## src/rtl/div_arb_pkg.sv

```systemverilog
// Shared types and constants for the two-port divider arbiter.
package div_arb_pkg;

    typedef enum logic [2:0] {
        IDLE,
        ISSUE,
        BUSY,
        WAIT,
        RESP
    } state_t;

    localparam logic [31:0] DIV0_QUOTIENT = 32'hFFFF_FFFF;
    localparam int DEFAULT_TIMEOUT = 40;

endpackage

```

## src/rtl/rr_arbiter2.sv

```systemverilog
// Two-way round-robin grant; ptr names the requester that wins a tie.
module rr_arbiter2 (
    input  logic [1:0] valid,
    input  logic       ptr,
    output logic [1:0] grant
);

    always_comb begin
        grant = 2'b00;
        unique case (valid)
            2'b01:   grant = 2'b01;
            2'b10:   grant = 2'b10;
            2'b11:   grant = ptr ? 2'b10 : 2'b01;
            default: grant = 2'b00;
        endcase
    end

endmodule

```

## src/rtl/div_arbiter.sv

```systemverilog
// Shares one multi-cycle divider between two requesters,
// one job in flight, with divide-by-zero bypass and timeout.
module div_arbiter
    import div_arb_pkg::*;
#(
    parameter int TIMEOUT = DEFAULT_TIMEOUT
) (
    input  logic        clk,
    input  logic        Reset,
    input  logic        Req0_valid,
    input  logic        Req1_valid,
    output logic        Req0_ready,
    output logic        Req1_ready,
    input  logic [31:0] Req0_dividend,
    input  logic [31:0] Req1_dividend,
    input  logic [31:0] Req0_divisor,
    input  logic [31:0] Req1_divisor,
    output logic        Rsp0_valid,
    output logic        Rsp1_valid,
    input  logic        Rsp0_ready,
    input  logic        Rsp1_ready,
    output logic [31:0] Rsp0_quotient,
    output logic [31:0] Rsp1_quotient,
    output logic [31:0] Rsp0_remainder,
    output logic [31:0] Rsp1_remainder,
    output logic        Rsp0_div0,
    output logic        Rsp1_div0,
    output logic        Rsp0_err,
    output logic        Rsp1_err,
    output logic        Div_Run,
    output logic [31:0] Div_Dividend,
    output logic [31:0] Div_Divisor,
    input  logic        Div_Ready,
    input  logic [31:0] Div_Quotient,
    input  logic [31:0] Div_Remainder
);

    localparam int CW = $clog2(TIMEOUT + 1);

    state_t      state;
    logic        ptr;
    logic        owner;
    logic [31:0] op_a;
    logic [31:0] op_b;
    logic [CW-1:0] cnt;
    logic [CW-1:0] cnt_inc;
    logic        div_run;
    logic [1:0]  rsp_valid;
    logic [31:0] rsp_q;
    logic [31:0] rsp_r;
    logic        rsp_div0;
    logic        rsp_err;

    logic [1:0]  req_valid;
    logic [1:0]  grant;
    logic [1:0]  owner_oh;
    logic [31:0] sel_a;
    logic [31:0] sel_b;

    assign req_valid = {Req1_valid, Req0_valid};

    rr_arbiter2 u_arb (
        .valid (req_valid),
        .ptr   (ptr),
        .grant (grant)
    );

    assign sel_a    = grant[1] ? Req1_dividend : Req0_dividend;
    assign sel_b    = grant[1] ? Req1_divisor  : Req0_divisor;
    assign owner_oh = owner ? 2'b10 : 2'b01;
    assign cnt_inc  = cnt + 1'b1;

    // Readiness is purely combinational so a grant costs no extra cycle.
    assign Req0_ready = Reset && (state == IDLE) && grant[0];
    assign Req1_ready = Reset && (state == IDLE) && grant[1];

    always_ff @(posedge clk or negedge Reset) begin
        if (!Reset) begin
            state     <= IDLE;
            ptr       <= 1'b0;
            owner     <= 1'b0;
            op_a      <= '0;
            op_b      <= '0;
            cnt       <= '0;
            div_run   <= 1'b0;
            rsp_valid <= 2'b00;
            rsp_q     <= '0;
            rsp_r     <= '0;
            rsp_div0  <= 1'b0;
            rsp_err   <= 1'b0;
        end else begin
            unique case (state)
                IDLE: begin
                    if (|grant) begin
                        owner <= grant[1];
                        ptr   <= ~grant[1];
                        op_a  <= sel_a;
                        op_b  <= sel_b;
                        if (sel_b == '0) begin
                            rsp_q     <= DIV0_QUOTIENT;
                            rsp_r     <= sel_a;
                            rsp_div0  <= 1'b1;
                            rsp_err   <= 1'b0;
                            rsp_valid <= grant;
                            state     <= RESP;
                        end else begin
                            div_run <= 1'b1;
                            state   <= ISSUE;
                        end
                    end
                end
                ISSUE: begin
                    div_run <= 1'b0;
                    cnt     <= '0;
                    state   <= BUSY;
                end
                BUSY: begin
                    cnt <= cnt_inc;
                    if (cnt_inc == CW'(TIMEOUT)) begin
                        rsp_q     <= '0;
                        rsp_r     <= '0;
                        rsp_div0  <= 1'b0;
                        rsp_err   <= 1'b1;
                        rsp_valid <= owner_oh;
                        state     <= RESP;
                    end else if (!Div_Ready) begin
                        state <= WAIT;
                    end
                end
                WAIT: begin
                    cnt <= cnt_inc;
                    // A result on the last allowed cycle beats the timeout.
                    if (Div_Ready) begin
                        rsp_q     <= Div_Quotient;
                        rsp_r     <= Div_Remainder;
                        rsp_div0  <= 1'b0;
                        rsp_err   <= 1'b0;
                        rsp_valid <= owner_oh;
                        state     <= RESP;
                    end else if (cnt_inc == CW'(TIMEOUT)) begin
                        rsp_q     <= '0;
                        rsp_r     <= '0;
                        rsp_div0  <= 1'b0;
                        rsp_err   <= 1'b1;
                        rsp_valid <= owner_oh;
                        state     <= RESP;
                    end
                end
                RESP: begin
                    if ((rsp_valid & {Rsp1_ready, Rsp0_ready}) != 2'b00) begin
                        rsp_valid <= 2'b00;
                        state     <= IDLE;
                    end
                end
                default: state <= IDLE;
            endcase
        end
    end

    assign Div_Run      = div_run;
    assign Div_Dividend = op_a;
    assign Div_Divisor  = op_b;

    assign Rsp0_valid     = rsp_valid[0];
    assign Rsp1_valid     = rsp_valid[1];
    assign Rsp0_quotient  = rsp_valid[0] ? rsp_q : '0;
    assign Rsp1_quotient  = rsp_valid[1] ? rsp_q : '0;
    assign Rsp0_remainder = rsp_valid[0] ? rsp_r : '0;
    assign Rsp1_remainder = rsp_valid[1] ? rsp_r : '0;
    assign Rsp0_div0      = rsp_valid[0] & rsp_div0;
    assign Rsp1_div0      = rsp_valid[1] & rsp_div0;
    assign Rsp0_err       = rsp_valid[0] & rsp_err;
    assign Rsp1_err       = rsp_valid[1] & rsp_err;

endmodule
```

## config.mk

```make
export PLATFORM = sky130hd
export DESIGN_NAME = div_arbiter
export DESIGN_NICKNAME = d
export VERILOG_FILES = /design/src/rtl/div_arb_pkg.sv /design/src/rtl/rr_arbiter2.sv /design/src/rtl/div_arbiter.sv
export SDC_FILE = /design/constraint.sdc
export NUM_CORES = 1
export LEC_CHECK = 0
export ABC_AREA = 1
export CAP_MARGIN = 20
export CORE_AREA = 2 2 157 159
export CTS_BUF_LIST = sky130_fd_sc_hd__clkbuf_16
export DETAILED_ROUTE_END_ITERATION = 8
export DIE_AREA = 0 0 159 161
export GPL_TIMING_DRIVEN = 0
export PLACE_DENSITY = 0.78
export SLEW_MARGIN = 15
export SYNTH_ARGS = -nofsm -noshare
export SYNTH_HDL_FRONTEND = slang
export SYNTH_HIERARCHICAL = 1
export SYNTH_SLANG_ARGS = --single-unit
export TNS_END_PERCENT = 1
```

## constraint.sdc

```tcl
create_clock -name clk -period 2.9 [get_ports clk]
set_input_delay 0.435 -clock clk [delete_from_list [all_inputs] [get_ports clk]]
set_output_delay 0.435 -clock clk [all_outputs]
set_load 0.005 [all_outputs]
```

==> out/summary.txt <==
RePlAce Congestion: 0.908
Dpl hpwl: 30200 um
Post-synth cell types: 27
FF-to-FF End: Div_Dividend[29]
Routed Antenna Nets: 0
Area occupied by multi-input gates: 4940 um2
Clock slew at reported path FFs: 0.06 ns
Fin cells: 2492
First-pass GRT wire length: 61500 um
Post-synth ARST share: 100%
Net count after synthesis: 1934
Mapped Cells: 1734
Count of state elements after synthesis: 144
Post-CTS Setup Inserts: 0
Initial drt markers: 1014
Setup Crit Path Kind: register to output pin
Initial Util: 41.6%
Worst rel slew slack: 56.3%
Post-layout worst setup margin: -0.0000573 ns
DIE AREA: 25600 um2
Root buffer cell: clkbuf_16
Worst Hold Path EP: Div_Dividend[21]
CP required: 2.47 ns
Setup-failing EPs final: 1
R2R setup slack: 0.29 ns
Pin count of the biggest net entering global routing: 90
Unrepaired setup endpoints after global routing: yes
HP Class: register to register
Count of final hold-check violations: 0
Launch point of the worst path: rsp_valid[1]
# nets final: 2354
IO Port Bufs: 399
CP Launch Type: register
Row Count: 57
Placed Cells: 2458
MaxCap Viol Count: 0
Vias in the first global route: 11335
Failing checks: setup timing
Ys Warns: 6
Max clock buf depth: 2
Total CTS buffers: 17
Slew @ Worst Pin: 0.655 ns
Hold slack: 0.478 ns
Worst Path Max Fanout: 10
Dominant synthesized flop cell: dfrtp_1
Core area: 24000 um2
Die Ht: 161 um
Vias: 12195
Worst r2r src: ptr
Sequential area share after synthesis: 36.1%
Clk sink count: 144
Grt ovf: 0
CTS tree: yes
GR Util All Layers: 30.2%
Min cycle time layout: 2.90 ns
PD cells: 317 nW/um2
Min-delay src: Div_Dividend[21]
DRC: 0
CP Capture Type: output pin
Layout area overhead: 50.8%
Setup Skew: 0.0122 ns
Setup TNS: -0.0000573 ns
CTS H-tree depth: 4
Static Leakage: 8.40 nW
I/O pin count: 400
WP data arrival: 2.47 ns
Worst reg-to-reg path cell count: 11
Final core utilization: 62.8%
Slew Viols, Final: 0
DR WL/cell: 15.8 um
Worst skew pair latency: 0.43 ns
Antenna violations before repair: 1
Vias/cell: 4.89
Most frequent cells in the layout: 839 x nand2_1, 397 x clkdlybuf4s50_1, 258 x inv_1, 152 x nor2_1, 144 x dfrtp_1
# fillers: 2218
Number of synthesized flops with an enable pin: 0
Mean Syn Cell Area: 5.75 um2
Layout cells sized above 1: 3.41%
Die W: 159 um
Commonest non-fill, non-tap cell in the layout: nand2_1
Hold depth: 2
Fmax: 345 MHz
Crit share post-route: 100%
Total detailed-routing wirelength: 39300 um
TritonRoute pass-1 iters: 5
Status: finished with violations
FF/Latch Area: 3600 um2
Peak supply drop: 0.257 mV
Cell area after synthesis: 9980 um2
[Yosys cell counts (all sizes together) (2+ instances only)]
library cell    n  area share (%)
a21oi           4            0.20
a22o            2            0.18
buf            30             1.8
clkbuf         72             2.7
dfrtp         144              36
inv           260             9.8
nand2         842              32
nand3         139             7.0
nor2          154             5.8
o21ai          76             3.8
o31ai           2            0.15
[kinds of logic after synthesis]
family	after synthesis	share of synthesized area, %
flip-flops	144	36.1
adder cells (fa/ha/maj)	1	0.125
AO/OA/AOI/OAI	88	4.65
buffers and inverters	363	14.3
AND/OR/NAND/NOR	1138	44.8
[per-layer routing]
metal | routed length (um) | part of all wire (%) | GRT usage, %
met5 | 0 | 0 | 0
met4 | 840 | 2.1 | 8.39
met3 | 3490 | 8.9 | 6.60
met2 | 18700 | 48 | 51.3
met1 | 16300 | 41 | 38.9
[worst max-delay path, stage by stage, from the launching register on]
cell,delay [ns]
dfrtp_1,0.34
clkbuf_1,0.35
clkbuf_4,0.34
clkbuf_2,0.32
nand2_1,0.10
inv_1,0.09
clkdlybuf4s50_1,0.50
[flip-flops by register name, indices dropped and copies added, names as in the netlist]
register	cells
cnt	6
Div_Divisor	32
Div_Dividend	32
ptr	1
rsp_valid	2
rsp_div0	1
rsp_err	1
rsp_r	32
state	3
owner	1
rsp_q	32
Div_Run	1
[per-stage QoR]
| stage | power (W) | worst slack (ns) | instance area [um2] |
|---|---|---|---|
| after floorplan | 0.00224 | 0.816 | 9980 |
| after global placement | 0.00262 | -4.74 | 14400 |
| after detailed placement | 0.00263 | -0.324 | 14400 |
| after CTS | 0.00479 | 0.00497 | 15000 |
| after global routing | 0.00494 | -0.107 | 15000 |
| final | 0.00477 | -0.0000573 | 15000 |
[timing repair]
item / in CTS / in global routing
endpoints found under the setup margin: 65 / 64
gates resized for setup: 11 / 7
endpoints found under the hold margin: 56 / 0
hold buffers: 2 / 0
[layout make-up]
cell class | count | share of cell area, %
Antenna cell | 1 | 0.0166
Sequential cell | 144 | 24.0
Multi-Input combinational cell | 1227 | 32.8
Clock buffer | 17 | 2.83
Buffer | 101 | 3.14
Tap cell | 324 | 2.69
Clock inverter | 15 | 0.990
Inverter | 261 | 6.51
Timing Repair Buffer | 402 | 27.0
[power by group]
group          internal, W  switching [W]  total, W
sequential         0.00201              0   0.00201
combinational     0.000317       0.000280  0.000598
clock              0.00126       0.000907   0.00217
total              0.00358        0.00119   0.00477
[how the worst max path moves through the flow]
stage | endpoint | slack [ns] | depth (start not counted)
floorplan | rsp_r[21] | 0.82 | 18
global route | Rsp1_remainder[30] | -0.11 | 6
finish | Rsp1_remainder[28] | -0.00006 | 6
detailed placement | Req1_ready | -0.32 | 12
CTS | Rsp1_err | 0.005 | 6
global placement | Req0_ready | -4.74 | 4
No activity file was read; power rests on OpenSTA's default activity.
